### config.mk
export PLATFORM = sky130hd
export DESIGN_NAME = spike_time_encoder
export DESIGN_NICKNAME = d
export VERILOG_FILES = /design/src/rtl/spike_time_encoder.sv
export SDC_FILE = /design/constraint.sdc
export NUM_CORES = 1
export LEC_CHECK = 0
export ABC_CLOCK_PERIOD_IN_PS = 5500
export CORE_ASPECT_RATIO = 2
export CORE_UTILIZATION = 32
export DETAILED_ROUTE_END_ITERATION = 12
export GPL_ROUTABILITY_DRIVEN = 1
export SKIP_CTS_REPAIR_TIMING = 1
export SLEW_MARGIN = 30
export SYNTH_ARGS = -nofsm -noshare
export SYNTH_HDL_FRONTEND = slang
export SYNTH_SLANG_ARGS = --single-unit
### constraint.sdc
create_clock -name aclk -period 5.5 [get_ports aclk]
set_input_delay 1.65 -clock aclk [delete_from_list [all_inputs] [get_ports aclk]]
set_output_delay 1.65 -clock aclk [all_outputs]
set_load 0.05 [all_outputs]
### src/rtl/spike_time_encoder.sv
// Temporal spike encoder: each accepted spike-time vector becomes one gamma cycle
// of PULSE_WIDTH-clock pulses. Optional feature macro: SPIKE_ENC_INVERT_EN (intensity coding).
module spike_time_encoder #(
    parameter int unsigned GAMMA_CYCLE_WIDTH = 16,
    parameter int unsigned PULSE_WIDTH       = 8,
    parameter int unsigned NUM_INPUTS        = 16,
    localparam int unsigned TIME_W           = $clog2(GAMMA_CYCLE_WIDTH)
) (
    input  logic                         aclk,
    input  logic                         rst_n,
    input  logic                         in_valid,
    output logic                         in_ready,
    input  logic [NUM_INPUTS*TIME_W-1:0] in_times,
    input  logic [NUM_INPUTS-1:0]        in_mask,
    output logic [NUM_INPUTS-1:0]        output_spikes,
    output logic                         gamma_start,
    output logic                         busy
);

    localparam int unsigned SUM_W   = TIME_W + 1;
    localparam int unsigned TIMES_W = NUM_INPUTS * TIME_W;
    localparam logic [TIME_W-1:0] LAST_CNT = TIME_W'(GAMMA_CYCLE_WIDTH - 1);

    typedef enum logic {
        IDLE = 1'b0,
        RUN  = 1'b1
    } state_t;

    state_t                  state_q, state_nxt;
    logic [TIME_W-1:0]       cnt_q, cnt_nxt;
    logic [TIMES_W-1:0]      times_q, times_nxt;
    logic [NUM_INPUTS-1:0]   mask_q, mask_nxt;
    logic [NUM_INPUTS-1:0]   spikes_nxt;
    logic                    gamma_start_nxt;
    logic                    busy_nxt;
    logic                    handshake;
    logic                    last_clk;

    // True when a line whose time field is 'field' is high at counter value 'c'.
    function automatic logic line_hot(input logic [TIME_W-1:0] field,
                                      input logic [TIME_W-1:0] c);
        logic [SUM_W-1:0] eff;
        logic             in_range;
`ifdef SPIKE_ENC_INVERT_EN
        in_range = (SUM_W'(field) <= SUM_W'(GAMMA_CYCLE_WIDTH - 1));
        eff      = SUM_W'(GAMMA_CYCLE_WIDTH - 1) - SUM_W'(field);
`else
        in_range = 1'b1;
        eff      = SUM_W'(field);
`endif
        // Counter never exceeds the last gamma clock, so pulses clip naturally.
        return in_range && (eff <= SUM_W'(c)) && (SUM_W'(c) < (eff + SUM_W'(PULSE_WIDTH)));
    endfunction

    assign last_clk  = (cnt_q == LAST_CNT);
    assign in_ready  = (state_q == IDLE) || ((state_q == RUN) && last_clk);
    assign handshake = in_valid && in_ready;

    // State register plus registered outputs.
    always_ff @(posedge aclk) begin
        if (!rst_n) begin
            state_q       <= IDLE;
            cnt_q         <= '0;
            times_q       <= '0;
            mask_q        <= '0;
            output_spikes <= '0;
            gamma_start   <= 1'b0;
            busy          <= 1'b0;
        end else begin
            state_q       <= state_nxt;
            cnt_q         <= cnt_nxt;
            times_q       <= times_nxt;
            mask_q        <= mask_nxt;
            output_spikes <= spikes_nxt;
            gamma_start   <= gamma_start_nxt;
            busy          <= busy_nxt;
        end
    end

    // Next-state logic; outputs are derived from next-state values so they line up after the register.
    always_comb begin
        state_nxt       = state_q;
        cnt_nxt         = cnt_q;
        times_nxt       = times_q;
        mask_nxt        = mask_q;
        spikes_nxt      = '0;
        gamma_start_nxt = 1'b0;

        case (state_q)
            IDLE: begin
                cnt_nxt = '0;
                if (handshake) begin
                    state_nxt       = RUN;
                    times_nxt       = in_times;
                    mask_nxt        = in_mask;
                    gamma_start_nxt = 1'b1;
                end
            end
            RUN: begin
                if (last_clk) begin
                    cnt_nxt = '0;
                    if (handshake) begin
                        times_nxt       = in_times;
                        mask_nxt        = in_mask;
                        gamma_start_nxt = 1'b1;
                    end else begin
                        state_nxt = IDLE;
                    end
                end else begin
                    cnt_nxt = cnt_q + TIME_W'(1);
                end
            end
            default: begin
                state_nxt = IDLE;
                cnt_nxt   = '0;
            end
        endcase

        busy_nxt = (state_nxt == RUN);

        for (int unsigned i = 0; i < NUM_INPUTS; i++) begin
            spikes_nxt[i] = (state_nxt == RUN) && mask_nxt[i] &&
                            line_hot(times_nxt[i*TIME_W +: TIME_W], cnt_nxt);
        end
    end

endmodule

Yosys cells after proc, flatten, opt, wreduce, memory -nomap -nowiden
Index checks and enable logic that the tools add are counted.
- flip-flop bits (word level): 102
- bits in latches: 0
- bits in writable memories: 0
- bits in read-only memories: 0
- output and inout bits: 19
- word-level logic and storage cells: 121
- memories: 0
- add/subtract/negate cells: 17
- multiply operators: 0
- divide/modulo/power cells: 0
- magnitude comparators: 32
- equality and inequality tests: 1
- shift operators: 0
- mux-type cells: 13
- bitwise operators: 1
- reductions and logical operators: 51
- operators by type and width (cell ; number):
    $mux 64 ; 2
    $pmux 64 s2 ; 1
    $add 4x4->5 const B ; 16
    $lt 4x5->1 ; 16
    $le 4x4->1 ; 16
    $logic_and 1x1->1 ; 50
    $mux 16 ; 2
    $pmux 16 s2 ; 1
    $pmux 4 s2 ; 1
    $add 4x1->4 const B ; 1
    $eq 4x4->1 const B ; 1
    $mux 4 ; 1
    $pmux 1 s2 ; 2
    $mux 1 ; 3
    $logic_or 1x1->1 ; 1
    $not 1->1 ; 1

Logic depth before layout (Yosys ltp)
Gate-level depths: netlist of run 1.
- word-level depth: 11
- depth in mapped cells: 13
- depth with buffers taken out: 12

Worst setup path after synthesis of run 1
OpenSTA, ideal clock, no wires.
- path type: register to register
- start point: register state_q
- end point: register output_spikes[4]
- setup time: 95 ps
- arrival time: 4362 ps
- required time: 5405 ps
- path slack: 1043 ps
- cell stages (with the launch flop): 10
- buffers on the path: 0
- period minus slack after synthesis: 4457 ps
- cells stage by stage: dfxtp_1 > and2_1 > inv_1 > nor2_1 > inv_1 > ha_1 > a21oi_1 > o21ai_0 > a2111o_1 > a221oi_1
- longest elaborated chain between the ends: 10
- elaborated cells between the ends (all ways): 20
- RTL lines (item ; RTL line ; source):
    start, declared ; 29 ; state_t state_q, state_nxt;
    start signal, assigned ; 70 ; state_q <= state_nxt;
    $logic_and 1x1->1 or $not 1->1 (tied branches) ; 56 ; assign in_ready = (state_q == IDLE) || ((state_q == RUN) && last_clk);
    $logic_or 1x1->1 * ; 56 ;
    via in_ready ; 12 ; output logic in_ready,
    $logic_and 1x1->1 * ; 57 ; assign handshake = in_valid && in_ready;
    $mux 64 ; 92, 102 ;
    $mux 64 ; 100 ; if (last_clk) begin
    $pmux 64 s2 ; 89 ; case (state_q)
    $add 4x4->5 ; 52 ; return in_range && (eff <= SUM_W'(c)) && (SUM_W'(c) < (eff + SUM_W'(PULSE_WIDTH)));
    $lt 4x5->1 ; 52 ;
    $logic_and 1x1->1 ; 52 ;
    $logic_and 1x1->1 * ; 122 ; spikes_nxt[i] = (state_nxt == RUN) && mask_nxt[i] &&
    end signal, assigned ; 74 ; output_spikes <= spikes_nxt;
    end, declared ; 15 ; output logic [NUM_INPUTS-1:0] output_spikes,
Mark *: on every way through the listed nets, which the timed path passes. The rest lies on a longest branch.
A chain may end at the register's enable or synchronous reset.

Final worst setup path of run 1
- start point: input in_valid
- end point: register output_spikes[11]
- longest elaborated chain between the ends: 8
- elaborated cells between the ends (all ways): 16
- RTL lines (item ; RTL line ; source):
    start, declared ; 11 ; input logic in_valid,
    $logic_and 1x1->1 * ; 57 ;
    $mux 64 * ; 92, 102 ;
    $mux 64 ; 100 ;
    $pmux 64 s2 * ; 89 ;
    via times_nxt[45] ; 31 ; logic [TIMES_W-1:0] times_q, times_nxt;
    $add 4x4->5 ; 52 ;
    $lt 4x5->1 ; 52 ;
    $logic_and 1x1->1 * ; 52 ;
    $logic_and 1x1->1 * ; 122 ;
Marked as above.

==> flow_summary.yaml, run 1 <==
power_and_ir_drop:
  p_leak_nw: 3.80
  power_density_nw_per_um2: 240
  peakVddDrop_uv: 126
route:
  vias: 4838
  drt-initial-drc-count: 90
  wirelength_um: 16200
  dr.pass1.iters: 5
  routedWlPerCell_um: 15.8
  vias_per_cell: 4.74
  detail-route-antenna-nets: 0
  drc_errors: 0
die:
  die_area_um2: 21300
  num_io_pins: 102
  num_rows: 74
  core_area_um2: 20400
  initial_core_util: 0.324
  fp.dieW_um: 104
  fp.dieH_um: 205
final_layout:
  multi_input_area_um2: 4190
  areaGrowthSynthToFinish_pct: 24.4
  layout-drive-gt1-share: 0.0703
  antennaDiodeCount: 0
  final_common_cell: "ha_1"
  final_cell_mix: "ha_1 (122), dfxtp_1 (102), clkdlybuf4s50_1 (100), nor2b_1 (83), mux2i_1 (72)"
  nNetsFinal: 955
  final.fill_count: 2087
  register_area_um2: 2040
synthesis:
  syn_area_per_cell_um2: 10.2
  syn_inst: 648
  synth.area.top_cells: "dfxtp_1 (31%), ha_1 (23%), mux2i_1 (11%)"
  yosys_warnings: 0
  syn-num-nets: 853
  synth_top_family_by_area: "adder cells"
  synth_fa_ha_area_frac: 0.231
  synth_top_area_cell: "dfxtp_1"
  synth_edf_count: 0
  synth_compound_area_frac: 0.109
  yosys.area.top_type_share: 0.309
  synth-seq-cells: 102
  synth_area_um2: 6610
  ys_types: 47
  synth-xor-area-share: 0.00265
  ys_seq_area_frac: 0.309
  synth-simple-area-share: 0.166
  ys_async_sr_fraction: 0
  synth-main-ff-cell: "dfxtp_1"
  synthMuxAreaShare: 0.121
clock_network:
  cts_max_level: 3
  cts.sinks: 102
  clock_latency_ps: 350
  clockRootBuffer: "clkbuf_16"
  cts_buffers: 9
  tritoncts: "done"
  clk_pin_slew_worst_paths_ps: 70
  clock_path_buffers: 2
setup_path:
  crit_type: "input port to flop"
  crit_path_end_kind: "flop"
  reg2reg_to: "output_spikes[6]"
  reg2reg_from: "cnt_q[0]"
  cp_data_required_time_ps: 5770
  r2r_cells: 8
  start_kind: "input port"
  r2r_slack_ps: 2280
  worstPathArrival_ps: 4620
  cp_max_fo: 21
grt:
  antenna_found_initial: 0
  gr-usage-met3: 0.0219
  grt_max_degree: 87
  use_met1: 0.168
  grt_first_pass_wirelength_um: 25500
  grt_pass1_vias: 4976
  grt_use_met2: 0.301
  busiest_layer: "met2"
  grt-ovfl-total: 0
  grt_use_total: 0.157
sta:
  finClkSkew_ps: 8.02
  max_freq_mhz: 230
  rsz0062_at_grt: "no"
  layout_setup_ws_ps: 1150
  timing.final.crit_share: 0.791
  layout_min_cycle_time_ps: 4350
  hold_viol: 0
  totalNegativeSetupSlack_ps: 0
  setup_viol: 0
  slew_viol_final: 0
  relSlewSlack: 0.377
  worst_pin_slew_ps: 933
placement:
  io_buffers: 101
  hpwl_um: 11600
  dp_slack_ps: 792
  globalplace.congestion: 0.766
min_path:
  hold_end: "mask_q[14]"
  hp-class: "flop to flop"
  hold_depth: 2
  holdCritStartpoint: "mask_q[14]"
status:
  outcome: "completed"
flow_run:
  maxCapViolCount: 0
stage by stage:
step           cells  utilization  cell area [um2]  hold WS [ps]  total power [mW]
5_1_grt         1020        0.403             8220           512              2.07
2_1_floorplan    648            -             6610           454              1.13
3_5_place_dp    1005        0.388             7890           485              1.29
4_1_cts         1020        0.403             8220           496              2.00
6_report        1020        0.403             8220           492              1.97
3_3_place_gp    1005        0.387             7890           479              1.28
worst max path at each step:
| stage | endpoint | slack [ps] | depth (start not counted) | start |
|---|---|---|---|---|
| floorplan | output_spikes[4] | 1040 | 9 | state_q |
| global placement | output_spikes[4] | 900 | 11 | in_valid |
| detailed placement | output_spikes[11] | 790 | 12 | in_valid |
| CTS | output_spikes[4] | 1150 | 11 | in_valid |
| global route | output_spikes[4] | 910 | 11 | in_valid |
| finish | output_spikes[11] | 1150 | 12 | in_valid |
cells in the mapped netlist, drive strengths merged, types with 10 or more instances:
master and instances:
ha 122, and2 11, dfxtp 102, nand2 11
nor2b 83, clkbuf 10, o21ai 24, o21a 14
nand4 17, inv 65, mux2i 73
where the power goes:
part,internal (mW),total [mW],leakage [nW],switching (mW)
clock network,0.420,0.705,0.161,0.285
logic,0.223,0.472,2.80,0.250
registers,0.780,0.791,0.836,0.0114
logic make-up (layout without fill, tap and decap cells):
family / count (synthesis) / in the layout
adders and majority gates: 122 / 122
AOI/OAI and AO/OA: 88 / 88
buffers and inverters: 85 / 191
DFF: 102 / 102
xor gates and xnor gates: 2 / 2
muxes: 79 / 79
and+or+nand+nor: 170 / 170
layer usage:
metal  vias up  wire [um]
li1       2455          -
met1      2291       6610
met2        71       8790
met3        21        377
met4         0        382
met5         -          0
state kept, by name, summed over array words and instances, names as in the netlist:
name and cells:
mask_q 16, state_q 1, cnt_q 4, output_spikes 16, times_q 64, gamma_start 1
final cells by class:
| cell class | count | share of cell area |
|---|---|---|
| Tap cell | 266 | 0.0405 |
| Clock buffer | 11 | 0.0308 |
| Multi-Input combinational cell | 461 | 0.509 |
| Sequential cell | 102 | 0.249 |
| Clock inverter | 4 | 0.00853 |
| Inverter | 66 | 0.0302 |
| Timing Repair Buffer | 110 | 0.132 |
critical path, stage by stage:
cell and delay (ps):
clkdlybuf4s50_1 660, nand4_4 180, nand2_8 230, buf_4 330
mux2i_1 330, inv_1 80, ha_1 300, nor2b_1 140
o21ai_0 130, nand2b_1 80, a221o_1 300, a211oi_1 200
No activity file was read; power rests on OpenSTA's default activity.
==> inputs of run 2 (changes only) <==
Settings changed: ABC_CLOCK_PERIOD_IN_PS 5500 to 4000.
Clock period 5.5 ns to 4 ns, I/O delays scaled along.
==> flow_summary.yaml, run 2 (same netlist as run 1, synthesis figures left out) <==
route:
  dr.pass1.iters: 4
  wirelength_um: 16600
  drt-initial-drc-count: 117
  routedWlPerCell_um: 15.6
  vias: 5020
  vias_per_cell: 4.72
  drc_errors: 0
  detail-route-antenna-nets: 0
final_layout:
  antennaDiodeCount: 0
  areaGrowthSynthToFinish_pct: 29.1
  register_area_um2: 2040
  final_common_cell: "ha_1"
  nNetsFinal: 998
  layout-drive-gt1-share: 0.120
  top_regs: "times_q (64), mask_q (16), output_spikes (16)"
  final.fill_count: 2024
  regMostFlops: "times_q"
  final_cell_mix: "ha_1 (122), dfxtp_1 (102), clkdlybuf4s50_1 (100), nor2b_1 (83), mux2i_1 (72)"
  largest_reg_flops: 64
  multi_input_area_um2: 4190
sta:
  setup_viol: 0
  rsz0062_at_grt: "no"
  worst_pin_slew_ps: 845
  timing.final.crit_share: 0.894
  whs_ps: 493
  finClkSkew_ps: 11.3
  max_freq_mhz: 280
  layout_min_cycle_time_ps: 3580
  relSlewSlack: 0.435
  layout_setup_ws_ps: 423
  hold_viol: 0
  slew_viol_final: 0
  totalNegativeSetupSlack_ps: 0
die:
  fp.dieH_um: 205
  initial_core_util: 0.324
  die_area_um2: 21300
  num_rows: 74
  core_area_um2: 20400
  num_io_pins: 102
  fp.dieW_um: 104
clock_network:
  clockRootBuffer: "clkbuf_16"
  cts.sinks: 102
  clk_pin_slew_worst_paths_ps: 70
  cts_max_level: 3
  tritoncts: "done"
  clock_path_buffers: 2
  cts_buffers: 9
  clock_latency_ps: 360
grt:
  grt-ovfl-total: 0
  grt_first_pass_wirelength_um: 26200
  grt_max_degree: 57
  grt_pass1_vias: 5243
  grt_use_total: 0.161
  antenna_found_initial: 0
power_and_ir_drop:
  p_leak_nw: 3.99
  power_density_nw_per_um2: 312
  peakVddDrop_uv: 158
setup_path:
  cp_data_required_time_ps: 4290
  worstPathArrival_ps: 3860
  crit_path_end_kind: "flop"
  cp_max_fo: 18
  crit_type: "input port to flop"
  crit_path_cell_trace: "clkdlybuf4s50_1 > nand4_4 > nand2_8 > buf_4 > mux2i_1 > inv_1 > ha_1 > nor2b_1 > o21a_1 > nor3_1 > o2bb2ai_1 > a211oi_2"
  start_kind: "input port"
  max_stage_delay_ps: 570
  slowest_stage: "clkdlybuf4s50_1"
min_path:
  hp-class: "flop to flop"
flow_run:
  maxCapViolCount: 0
placement:
  io_buffers: 101
  dp_slack_ps: 40.8
  globalplace.congestion: 0.822
  hpwl_um: 12500
status:
  outcome: "completed"
run 2: changes by cell type in the layout (fill, tap and decap cells not counted), sizes merged:
cell      previous run  this run
buf                 10        53
bufinv               2         0
clkbuf              11        13
clkinvlp             0         1
run 2: cell type report:
cell class | instances | share of cell area
well taps | 266 | 0.0390
clock buffers | 13 | 0.0317
repair buffers | 153 | 0.168
multi-input cells | 461 | 0.491
clock inverters | 3 | 0.00205
inverters | 66 | 0.0290
flip-flops and latches | 102 | 0.239
run 2: routing by layer:
metal	up-vias	track usage	routed length [um]
li1	2538	-	-
met1	2381	0.157	6560
met2	74	0.325	9090
met3	27	0.0184	375
met4	0	0.0870	578
met5	-	0	0
run 2: worst max-delay path: cells and delay by family:
family,cells,cell delay (ps)
buffers and inverters,3,980
AND/OR/NAND/NOR,4,670
adder cells (fa/ha/maj),1,300
multiplexers,1,270
AO/OA/AOI/OAI,3,440
run 2: power breakdown:
part           total, mW  internal [mW]  switching [mW]
combinational      0.704          0.347           0.357
sequential          1.09           1.07          0.0165
clock              0.868          0.472           0.396
run 2: stage by stage:
stage	instance area, um2	instances	util	total power, mW
2_1_floorplan	6610	648	-	1.55
6_report	8530	1064	0.419	2.66
3_5_place_dp	8240	1048	0.405	1.82
4_1_cts	8530	1064	0.419	2.69
5_1_grt	8530	1064	0.419	2.80
3_3_place_gp	8230	1048	0.404	1.82
run 2: final timing paths:
check | to | slack [ps] | cells past startpoint | start
max | output_spikes[7] | 420 | 12 | in_valid
max reg2reg | output_spikes[11] | 920 | 9 | cnt_q[0]
min reg2reg | mask_q[14] | 490 | 2 | mask_q[14]
min | mask_q[14] | 490 | 2 | mask_q[14]
